## src/rtl/mem_port_arbiter.sv

```systemverilog
// mem_port_arbiter: two-requester round-robin arbiter for RAM port B with lock, starvation limit
// and 1-cycle read return. Define ARB_STATS_EN to add saturating per-requester grant counters.
module mem_port_arbiter #(
    parameter int DATA_W   = 16,
    parameter int ADDR_W   = 16,
    parameter int MAX_HOLD = 4,
    parameter int STAT_W   = 16
) (
    input  logic              clk,
    input  logic              reset,
    input  logic              req0,
    input  logic              we0,
    input  logic              lock0,
    input  logic [ADDR_W-1:0] addr0,
    input  logic [DATA_W-1:0] wdata0,
    output logic              gnt0,
    output logic              rvalid0,
    output logic [DATA_W-1:0] rdata0,
    input  logic              req1,
    input  logic              we1,
    input  logic              lock1,
    input  logic [ADDR_W-1:0] addr1,
    input  logic [DATA_W-1:0] wdata1,
    output logic              gnt1,
    output logic              rvalid1,
    output logic [DATA_W-1:0] rdata1,
    output logic [ADDR_W-1:0] mem_addr,
    output logic [DATA_W-1:0] mem_data,
    output logic              mem_we,
    input  logic [DATA_W-1:0] mem_q
`ifdef ARB_STATS_EN
    ,
    input  logic              stat_clr,
    output logic [STAT_W-1:0] gnt_cnt0,
    output logic [STAT_W-1:0] gnt_cnt1
`endif
);

    localparam logic REQ0 = 1'b0;
    localparam logic REQ1 = 1'b1;

    localparam int HOLD_W = $clog2(MAX_HOLD + 1);
    localparam logic [HOLD_W-1:0] HOLD_MAX = HOLD_W'(MAX_HOLD);

    logic              last;
    logic              locked;
    logic [HOLD_W-1:0] hold_cnt;
    logic              rd_pend;
    logic              rd_owner;

    logic gnt_any;
    logic gnt_sel;
    logic sel_we;
    logic sel_lock;
    logic other_req;

    // Arbitration: a lock only keeps the previous owner while the starvation limit allows it.
    always_comb begin
        gnt_any = 1'b0;
        gnt_sel = REQ0;
        if (!reset) begin
            if (req0 && req1) begin
                gnt_any = 1'b1;
                if (locked && (hold_cnt < HOLD_MAX)) begin
                    gnt_sel = last;
                end else begin
                    gnt_sel = ~last;
                end
            end else if (req0) begin
                gnt_any = 1'b1;
                gnt_sel = REQ0;
            end else if (req1) begin
                gnt_any = 1'b1;
                gnt_sel = REQ1;
            end
        end
    end

    assign gnt0 = gnt_any && (gnt_sel == REQ0);
    assign gnt1 = gnt_any && (gnt_sel == REQ1);

    always_comb begin
        mem_addr  = '0;
        mem_data  = '0;
        mem_we    = 1'b0;
        sel_we    = 1'b0;
        sel_lock  = 1'b0;
        other_req = 1'b0;
        if (gnt0) begin
            mem_addr  = addr0;
            mem_data  = wdata0;
            mem_we    = we0;
            sel_we    = we0;
            sel_lock  = lock0;
            other_req = req1;
        end else if (gnt1) begin
            mem_addr  = addr1;
            mem_data  = wdata1;
            mem_we    = we1;
            sel_we    = we1;
            sel_lock  = lock1;
            other_req = req0;
        end
    end

    always_ff @(posedge clk or posedge reset) begin
        if (reset) begin
            last     <= REQ1;
            locked   <= 1'b0;
            hold_cnt <= '0;
            rd_pend  <= 1'b0;
            rd_owner <= REQ0;
        end else begin
            if (gnt_any) begin
                last     <= gnt_sel;
                locked   <= sel_lock;
                rd_pend  <= ~sel_we;
                rd_owner <= gnt_sel;
                // A repeat grant under contention only happens while hold_cnt < MAX_HOLD, so no overflow.
                if ((gnt_sel == last) && other_req) begin
                    hold_cnt <= hold_cnt + 1'b1;
                end else begin
                    hold_cnt <= '0;
                end
            end else begin
                locked   <= 1'b0;
                hold_cnt <= '0;
                rd_pend  <= 1'b0;
            end
        end
    end

    // Read data comes straight from the RAM one cycle after the grant.
    assign rvalid0 = rd_pend && (rd_owner == REQ0);
    assign rvalid1 = rd_pend && (rd_owner == REQ1);
    assign rdata0  = rvalid0 ? mem_q : '0;
    assign rdata1  = rvalid1 ? mem_q : '0;

`ifdef ARB_STATS_EN
    always_ff @(posedge clk or posedge reset) begin
        if (reset) begin
            gnt_cnt0 <= '0;
            gnt_cnt1 <= '0;
        end else if (stat_clr) begin
            gnt_cnt0 <= '0;
            gnt_cnt1 <= '0;
        end else begin
            if (gnt0 && (gnt_cnt0 != '1)) begin
                gnt_cnt0 <= gnt_cnt0 + 1'b1;
            end
            if (gnt1 && (gnt_cnt1 != '1)) begin
                gnt_cnt1 <= gnt_cnt1 + 1'b1;
            end
        end
    end
`endif

    a_params: assert property (@(posedge clk) (MAX_HOLD >= 1) && (STAT_W >= 1));
    a_gnt_excl: assert property (@(posedge clk) disable iff (reset) !(gnt0 && gnt1));
    a_gnt_req: assert property (@(posedge clk) disable iff (reset) (!gnt0 || req0) && (!gnt1 || req1));

endmodule

```

## config.mk

```make
export PLATFORM = sky130hd
export DESIGN_NAME = mem_port_arbiter
export DESIGN_NICKNAME = d
export VERILOG_FILES = /design/src/rtl/mem_port_arbiter.sv
export SDC_FILE = /design/constraint.sdc
export NUM_CORES = 1
export LEC_CHECK = 0
export CAP_MARGIN = 15
export CORE_UTILIZATION = 22
export CTS_CLUSTER_DIAMETER = 100
export DETAILED_ROUTE_END_ITERATION = 10
export PLACE_DENSITY_LB_ADDON = 0.15
export REMOVE_ABC_BUFFERS = 1
export SLEW_MARGIN = 10
export SYNTH_ARGS = -nofsm -noshare
export SYNTH_HDL_FRONTEND = slang
export SYNTH_SLANG_ARGS = --single-unit
```

## constraint.sdc

```tcl
create_clock -name clk -period 1.9 [get_ports clk]
set_input_delay 0.19 -clock clk [delete_from_list [all_inputs] [get_ports clk]]
set_output_delay 0.19 -clock clk [all_outputs]
set_load 0.05 [all_outputs]
```

---- Word-level counts from Yosys, hierarchy flattened ----
Cells that the tools add are included.
operators by class
  $add $sub $neg .......................... 1
  order comparisons ....................... 1
  eq/ne operators ......................... 1
  multiplexer cells ....................... 24
  bitwise operators ....................... 4
  reductions and logical operators ........ 7
operator list
  operator                                                       count
  16-bit two-way mux                                             6
  1-bit two-way mux                                              16
  1-bit logical AND                                              7
  3-bit two-way mux                                              2
  1-bit inverter                                                 4
  3-bit by 1-bit adder with 3-bit output, second input constant  1
  3-bit less-than comparator, second input constant              1
  1-bit == test                                                  1
storage, ports and cells
  bits in registers ....................... 7
  bits of input ports ..................... 88
  output and inout bits ................... 69
  word-level logic and storage cells ...... 43

---- Logic depth before layout (Yosys ltp) ----
Gate-level depths: netlist of run 1.
  word-level depth ........................ 11
  gate-level depth with buffers ........... 5
  mapped depth without buffers ............ 3

---- Worst setup path after synthesis of run 1 ----
No wires, ideal clock.
  path kind ............................... reg2out
  start point ............................. reg last
  end point ............................... out mem_addr[0]
  arrival time ............................ 1.849 ns
  required time ........................... 1.710 ns
  path slack .............................. -0.139 ns
  stages on the path, launching flop included .. 5
  path buffers ............................ 1
  path through ............................ dfstp_2 nor2b_1 a2111oi_4 buf_2 a22o_1
on the way
  longest elaborated chain between the ends .. 7
  elaborated cells between the ends (all ways) .. 9
  classes of those cells .................. 5 x mux; 2 x bitwise; 2 x reduce/logical
RTL lines
  element                 RTL line  source
  start, declared         45        logic last;
  start signal, assigned  115       last <= gnt_sel;
  1-bit inverter          67        gnt_sel = ~last;
  1-bit two-way mux (*)   64        if (locked && (hold_cnt < HOLD_MAX)) begin
  1-bit two-way mux (*)   62        if (req0 && req1) begin
  1-bit two-way mux (*)   61        if (!reset) begin
  1-bit inverter (*)      79        assign gnt0 = gnt_any && (gnt_sel == REQ0);
  1-bit logical AND (*)   79
  via gnt0                16        output logic gnt0,
  16-bit two-way mux (*)  89        if (gnt0) begin
  end, declared           27        output logic [ADDR_W-1:0] mem_addr,
Mark *: on every way through the listed nets, which the timed path passes. The rest lies on a longest branch.

---- Final worst setup path of run 1 ----
  start point ............................. reg last
  end point ............................... out mem_addr[7]
on the way
  longest elaborated chain between the ends .. 7
  elaborated cells between the ends (all ways) .. 9
  classes of those cells .................. 5 x mux; 2 x bitwise; 2 x reduce/logical
RTL lines
  element                                                  RTL line
  1-bit inverter                                           67
  1-bit two-way mux (*)                                    64
  1-bit two-way mux (*)                                    62
  1-bit two-way mux (*)                                    61
  1-bit logical AND or 1-bit inverter (tied branches)      80, 79
  16-bit two-way mux or 1-bit logical AND (tied branches)  96, 79
  16-bit two-way mux (*)                                   89
Every way passes the cells marked *; elsewhere a longest branch is shown, timed or not.

==> results of run 1 <==
registers in the layout, summed over array words and instances, names as in the netlist:
name and flops:
last 1, locked 1, rd_pend 1, rd_owner 1, hold_cnt 3
power groups by stage:
| stage | Combinational [uW] | Clock (uW) | Sequential [uW] |
|---|---|---|---|
| 6_report | 1150 | 199 | 179 |
| 5_1_grt | 1200 | 215 | 181 |
| 4_1_cts | 1160 | 206 | 178 |
| 3_5_place_dp | 1160 | 0 | 179 |
| 3_3_place_gp | 1140 | 0 | 178 |
| 2_1_floorplan | 479 | 0 | 181 |
worst max-delay path, delay by kind of cell (launching register included):
family | cells | cell delay [ps]
DFF | 1 | 560
and+or+nand+nor | 1 | 60
AOI/OAI and AO/OA | 2 | 620
buffers and inverters | 2 | 400
synthesized netlist by cell type:
master,number,share of area (%)
sky130_fd_sc_hd__a2111oi_4,1,2.9
sky130_fd_sc_hd__a211oi_4,1,2.1
sky130_fd_sc_hd__a22o_1,35,33
sky130_fd_sc_hd__and2_1,20,13
sky130_fd_sc_hd__and3_1,16,11
sky130_fd_sc_hd__and4b_1,1,1.1
sky130_fd_sc_hd__and4bb_1,1,1.3
sky130_fd_sc_hd__buf_2,2,1.1
sky130_fd_sc_hd__buf_4,2,1.6
sky130_fd_sc_hd__buf_6,3,3.6
sky130_fd_sc_hd__clkbuf_1,3,1.2
sky130_fd_sc_hd__dfrtp_1,6,16
sky130_fd_sc_hd__dfstp_2,1,2.8
sky130_fd_sc_hd__ha_1,1,1.3
sky130_fd_sc_hd__inv_1,4,1.6
sky130_fd_sc_hd__nand2b_1,2,1.3
sky130_fd_sc_hd__nor2_1,4,1.6
sky130_fd_sc_hd__nor2b_1,3,2.0
sky130_fd_sc_hd__nor3_1,1,0.54
sky130_fd_sc_hd__nor4_1,1,0.67
worst paths after layout:
path	from	endpoint	slack, ps	depth (start not counted)
setup / recovery	last	mem_addr[7]	-160	5
hold / removal	reset	hold_cnt[0]	360	3
setup reg to reg	last	rd_pend	400	4
hold reg to reg	hold_cnt[0]	hold_cnt[0]	440	1
max in group asynchronous	reset	last	1280	3
min in group clk	hold_cnt[0]	hold_cnt[0]	440	1
area by class of cell:
type                    instances  area (sq um)  area share (%)
inverters                       4         15.01          0.4527
repair buffers                165          2331           70.28
multi-input cells              87         685.7           20.67
well taps                      50         62.56           1.886
clock buffers                   4         45.04           1.358
flip-flops and latches          7         177.7           5.356
cells by family (layout without fill, tap and decap cells):
kind of cell,after synthesis,in the layout
compound gates,37,37
simple gates,49,49
fa+ha+maj,1,1
buf+inv,14,173
flops,7,7
routing by layer:
| layer | part of all wire (%) | global-route usage [%] | vias to the layer above |
|---|---|---|---|
| li1 | - | - | 729 |
| met1 | 32 | 19.63 | 704 |
| met2 | 56 | 46.38 | 93 |
| met3 | 12 | 8.108 | 2 |
| met4 | 0.53 | 4.255 | 0 |
| met5 | 0 | 0 | - |
timing repair:
item / 4_1_cts / 5_1_grt
resized for setup: 4 / 1
gates cloned: 0 / 0
endpoints found under the setup margin: 34 / 35
stage by stage:
| stage | instances | TNS (ps) | worst slack [ps] | power, uW | instance area [sq um] |
|---|---|---|---|---|---|
| finish | 317 | -4714 | -157.9 | 1531 | 3317 |
| global route | 317 | -6843 | -233.3 | 1594 | 3317 |
| CTS | 317 | -5064 | -170.1 | 1544 | 3316 |
| detailed placement | 313 | -6195 | -206.1 | 1335 | 3258 |
| global placement | 313 | -4119 | -129.7 | 1321 | 3258 |
| floorplan | 98 | -46730 | -1129 | 659.7 | 863.3 |
==> results.md, run 1 <==
- Tightest hold margin: 358.4 ps
- Xor/xnor share of the synthesized area: 0%
- Number of diodes: 0
- Worst Setup Slack, final: -157.9 ps
- Data arrival time at the worst-slack endpoint: 1870 ps
- Number of storage elements in the synthesis netlist: 7
- Global-route usage over all layers: 22.18%
- Part of the total power dissipated in combinational logic: 75.3%
- Final Wtd Congestion: 0.7739
- FP Rows: 23
- Clock-pin slew reported for the worst setup and hold paths after clock tree synthesis: 40 ps
- Final HPWL from detailed placement: 4.429 mm
- Start-to-end type of the worst setup path: reg -> out
- Unrepaired setup endpoints after global routing: true
- Number of H-tree levels: 1
- Number of antenna violations at the first check in global routing: 0
- DRC Markers: 0
- Overall via count from detail_route: 1528
- TritonRoute pass-1 iters: 4
- Crit-path cells: nor2b_2 > a2111oi_4 > buf_12 > a22o_1 > buf_12
- Synthesized instance count: 108
- Final Max Slew Viols: 0
- Clock share of power: 13.0%
- Global-route wire length before repair: 7.479 mm
- Syn Area/Cell: 8.643 sq um
- Period minus WS final: 2058 ps
- Setup violations, final: 34
- Main combinational cell family by area after synthesis: compound AO/OA/AOI/OAI gates
- Aggregate global routing overflow: 0
- Area of the placeable core: 4029 sq um
- Adder and majority cell fraction of the synthesized area: 1.340%
- Mean routed wirelength per cell: 15.99 um
- End-of-flow core utilization: 82.33%
- Result of the run: finished with violations
- Maximum number of pins on one net before global-route repair: 39
- Initial Util: 23.17%
- Peak ir drop on the vdd network: 0.3064 mV
- Vias per inst: 4.820
- Most common cell after layout, fill and taps aside: sky130_fd_sc_hd__clkdlybuf4s50_1
- Register share of total power: 11.7%
- Critical-path top delay cell: sky130_fd_sc_hd__dfstp_2
- Peak fanout along the critical path: 38
- Layout cell share with drive strength beyond 1: 32.96%
- Tightest slew margin relative to the limit: 78.76%
- Total Routed Length: 5.070 mm
- Ports: 157
- Area fraction in compound gates after synthesis: 37.94%
- Die boundary height: 67.14 um
- TritonCTS Buffers: 3
- Delay of the slowest cell on the worst path: 560 ps
- Net switching share of the total power: 40.77%
- Power density relative to cell area: 461.5 nW/um^2
- Measured slew at the worst slew-check pin: 318.7 ps
- Violated checks: setup timing
- Critical path startpoint category: flop
- Fraction of synthesized area in multiplexers: 0%
- Leakage: 0.001440 uW
- Share of synthesized cell area in and, or, nand and nor gates: 32.71%
- Required time worst endpoint: 1710 ps
- Distinct cell type count of the synthesized netlist: 20
- Worst clock skew: 0.5184 ps
- Remaining antenna violation count after routing: 0
- Count of clock tree sinks: 7
- Post-synthesis to final-layout area growth: 255.4%
- CTS max path bufs: 2
- Floorplan die width: 67.14 um
- Violation count after the first detailed-routing iteration: 62
- Int Power: 906.7 uW
- Category of the worst setup path capture point: output port
- Latest clock arrival within the worst-skew pair: 220 ps
- # fillers: 257
- Root buffer selected by CTS: sky130_fd_sc_hd__clkbuf_8
- TritonCTS clock tree: done
- Net count reported at finish: 357
- Setup bufs post-CTS: 0
- Total of buffers placed on input and output ports: 156
- Count of max-cap constraint violations: 0
- Cell seen most often among critical-path stages: sky130_fd_sc_hd__buf_12
- Fmax achieved: 485.9 MHz
- Hold_buf cts: 0
- Yosys warnings: 0
- Floorplan die area: 4507 sq um
- Netlist area before placement: 933.4 sq um
- Reported net switching power: 624.0 uW
- Hold/Removal Path Class: in -> async
- Portion of the clock cycle consumed by the worst path in the final layout: 108.3%
- Part of the Yosys area used for sequential elements: 18.90%
- Number of global-route vias before repair: 1557
- Endpoints failing hold: 0
- Most used cells in the layout excluding fill and tap cells: sky130_fd_sc_hd__clkdlybuf4s50_1, sky130_fd_sc_hd__buf_12, sky130_fd_sc_hd__a22o_1
Power figures use the tool's default switching activity.
==> run 2: changes to the inputs <==
--- a/config.mk
+++ b/config.mk
@@ -5,7 +5,9 @@
 export SDC_FILE = /design/constraint.sdc
 export NUM_CORES = 1
 export LEC_CHECK = 0
+export ABC_CLOCK_PERIOD_IN_PS = 1900
 export CAP_MARGIN = 15
+export CORE_MARGIN = 4
 export CORE_UTILIZATION = 22
 export CTS_CLUSTER_DIAMETER = 100
 export DETAILED_ROUTE_END_ITERATION = 10
==> run 2 against run 1 <==
  * The run still ends with setup timing left
  * Total power increased by 0.51%
  * Clock power increased by 3%
  * Largest cell class unchanged
  * Routed wire length increased by 7.5%
  * Final area increased by 0.26%
  * Maximum frequency decreased by 0.48%
==> results.md, run 2 (synthesis gave the netlist of run 1 again) <==
- TritonCTS clock tree: done
- Global-route wire length before repair: 8.004 mm (+7.0%)
- Count of clock tree sinks: 7 (unchanged)
- Area of the multi-input gates: 694.4 sq um (+1.3%)
- Portion of the clock cycle consumed by the worst path in the final layout: 108.8% (+0.53 points)
- Final HPWL from detailed placement: 4.866 mm (+9.9%)
- TritonRoute pass-1 iters: 4 (unchanged)
- Max FFs per register: 3 (unchanged)
- Unrepaired setup endpoints after global routing: true
- Number of antenna violations at the first check in global routing: 0 (unchanged)
- Fmax achieved: 483.6 MHz (-0.48%)
- Category of the worst setup path capture point: output port
- Remaining antenna violation count after routing: 0 (unchanged)
- FP Rows: 23 (unchanged)
- Power density relative to cell area: 462.6 nW/um^2 (+0.24%)
- Leakage: 0.001445 uW (+0.36%)
- Area of the placeable core: 4058 sq um (+0.71%)
- Int Power: 905.7 uW (-0.11%)
- Critical path startpoint category: input pin
- Peak ir drop on the vdd network: 0.2569 mV (-16%)
- DRC Markers: 0 (unchanged)
- Tightest hold margin: 357.0 ps (-1.379 ps)
- Total Routed Length: 5.451 mm (+7.5%)
- Measured slew at the worst slew-check pin: 466.5 ps (+147.9 ps)
- Worst reg2reg endpoint: rd_pend
- Mean routed wirelength per cell: 17.20 um (+7.5%)
- Final Wtd Congestion: 0.7932 (+2.5%)
- Ports: 157 (unchanged)
- Setup violations, final: 34 (unchanged)
- Register-to-register setup slack: 290 ps (-110 ps)
- Part of the total power dissipated in combinational logic: 74.3% (-1.0 points)
- Layout cell share with drive strength beyond 1: 32.96% (unchanged)
- Initial Util: 23.00% (-0.16 points)
- Required time worst endpoint: 1710 ps (about the same)
- Cells on worst reg2reg path: 5 (+1)
- Setup bufs post-CTS: 0 (unchanged)
- # fillers: 230 (-11%)
- Worst Setup Slack, final: -167.9 ps (-9.981 ps)
- Number of H-tree levels: 1 (unchanged)
- Most used cells in the layout excluding fill and tap cells: sky130_fd_sc_hd__clkdlybuf4s50_1, sky130_fd_sc_hd__buf_12, sky130_fd_sc_hd__a22o_1
- Floorplan die area: 5349 sq um (+19%)
- TritonCTS Buffers: 3 (unchanged)
- Clock share of power: 13.3% (+0.3 points)
- Number of global-route vias before repair: 1680 (+7.9%)
- Global-route usage over all layers: 19.54% (-2.6 points)
- Total of buffers placed on input and output ports: 156 (unchanged)
- Period minus WS final: 2068 ps (+9.981 ps)
- Reported net switching power: 632.8 uW (+1.4%)
- Violation count after the first detailed-routing iteration: 42 (-32%)
- Root buffer selected by CTS: sky130_fd_sc_hd__clkbuf_8
- Net count reported at finish: 357 (unchanged)
- Setup TNS: -4997 ps (-282.8 ps)
- Hold/Removal Path Class: in -> async
- Hold_buf cts: 0 (unchanged)
- Area of all sequential standard cells: 176.4 sq um (-0.70%)
- Most common cell after layout, fill and taps aside: sky130_fd_sc_hd__clkdlybuf4s50_1
- Data arrival time at the worst-slack endpoint: 1880 ps (about the same)
- Start-to-end type of the worst setup path: in -> out
- Register share of total power: 12.4% (+0.7 points)
- Worst clock skew: 2.126 ps (+1.607 ps)
- Tightest slew margin relative to the limit: 68.90% (-9.9 points)
- Final Max Slew Viols: 0 (unchanged)
- Post-synthesis to final-layout area growth: 256.3%
- Gates resized, CTS repair: 3 (-1)
- Vias per inst: 4.861 (+0.85%)
- Result of the run: finished with violations
- CTS max path bufs: 2 (unchanged)
- Worst setup startpoint: req1
- Overall via count from detail_route: 1541 (+0.85%)
- Maximum number of pins on one net before global-route repair: 37 (-5.1%)
- Violated checks: setup timing
- Clock-pin slew reported for the worst setup and hold paths after clock tree synthesis: 40 ps (about the same)
- Die boundary height: 73.14 um (+8.9%)
- Latest clock arrival within the worst-skew pair: 220 ps (about the same)
- Count of max-cap constraint violations: 0 (unchanged)
- Peak fanout along the critical path: 36 (-5.3%)
- Aggregate global routing overflow: 0 (unchanged)
- FF-to-FF Start: last
- Net switching share of the total power: 41.13% (+0.36 points)
- Endpoint of the most critical setup path: mem_we
- Number of diodes: 0 (unchanged)
- Floorplan die width: 73.14 um (+8.9%)
- Largest register by flop count: hold_cnt
- Endpoints failing hold: 0 (unchanged)
[run 2: cell types whose count changed in the layout (fill, tap and decap cells not counted)]
cell                              before  now
sky130_fd_sc_hd__dfrtp_2               1    0
sky130_fd_sc_hd__a22o_4                1    2
sky130_fd_sc_hd__dlygate4sd2_1         1    0
sky130_fd_sc_hd__clkdlybuf4s50_1      86   87
sky130_fd_sc_hd__dfrtp_1               5    6
sky130_fd_sc_hd__a22o_1               34   33
[run 2: area by class of cell]
cell class              count  area share, %
well taps                  50          1.881
clock buffers               4          1.354
flip-flops and latches      7          5.305
inverters                   4         0.4515
multi-input cells          87          20.88
repair buffers            165          70.13
[run 2: worst max-delay path, stage by stage]
cell                              delay [ps]
sky130_fd_sc_hd__clkdlybuf4s50_1         440
sky130_fd_sc_hd__and4b_1                 230
sky130_fd_sc_hd__a2111oi_4               390
sky130_fd_sc_hd__buf_12                  240
sky130_fd_sc_hd__a22o_1                  220
sky130_fd_sc_hd__buf_12                  150
[run 2: worst min-delay path by stage]
stage / start / endpoint / slack (ps)
after global placement: hold_cnt[0] / hold_cnt[0] / 440
after CTS: reset / hold_cnt[0] / 370
after floorplan: reset / hold_cnt[0] / -7
final: reset / hold_cnt[0] / 360
after detailed placement: hold_cnt[0] / hold_cnt[0] / 440
after global routing: reset / rd_pend / 400
[run 2: stage by stage]
| stage | cell area [sq um] | power, uW | setup slack [ps] | utilization (%) | std cells |
|---|---|---|---|---|---|
| after floorplan | 863.3 | 659.7 | -1129 | - | 98 |
| after global placement | 3258 | 1321 | -132.1 | 80.30 | 313 |
| after detailed placement | 3258 | 1335 | -158.6 | 80.30 | 313 |
| after CTS | 3317 | 1549 | -158.5 | 81.75 | 317 |
| after global routing | 3326 | 1597 | -221.1 | 81.96 | 317 |
| final | 3326 | 1538 | -167.9 | 81.96 | 317 |
[run 2: routing by layer]
| layer | vias to the layer above | wire (um) | track usage, % |
|---|---|---|---|
| met3 | 8 | 754 | 9.642 |
| met1 | 699 | 1644 | 15.51 |
| met5 | - | 0 | 0 |
| li1 | 731 | - | - |
| met2 | 103 | 2945 | 40.22 |
| met4 | 0 | 106 | 5.533 |
[run 2: power by group through the flow]
| stage | sequential (uW) | clock (uW) | combinational [uW] |
|---|---|---|---|
| finish | 191 | 205 | 1140 |
| global route | 194 | 220 | 1180 |
| CTS | 191 | 209 | 1150 |
| detailed placement | 192 | 0 | 1140 |
| global placement | 190 | 0 | 1130 |
| floorplan | 181 | 0 | 479 |
==> run 3: changes to the inputs <==
--- a/config.mk
+++ b/config.mk
@@ -6,7 +6,7 @@
 export NUM_CORES = 1
 export LEC_CHECK = 0
 export ABC_CLOCK_PERIOD_IN_PS = 1900
-export CAP_MARGIN = 15
+export CAP_MARGIN = 0
 export CORE_MARGIN = 4
 export CORE_UTILIZATION = 22
 export CTS_CLUSTER_DIAMETER = 100
==> results of run 3 <==
Final layout, timing and power as in run 2 (identical DEF).
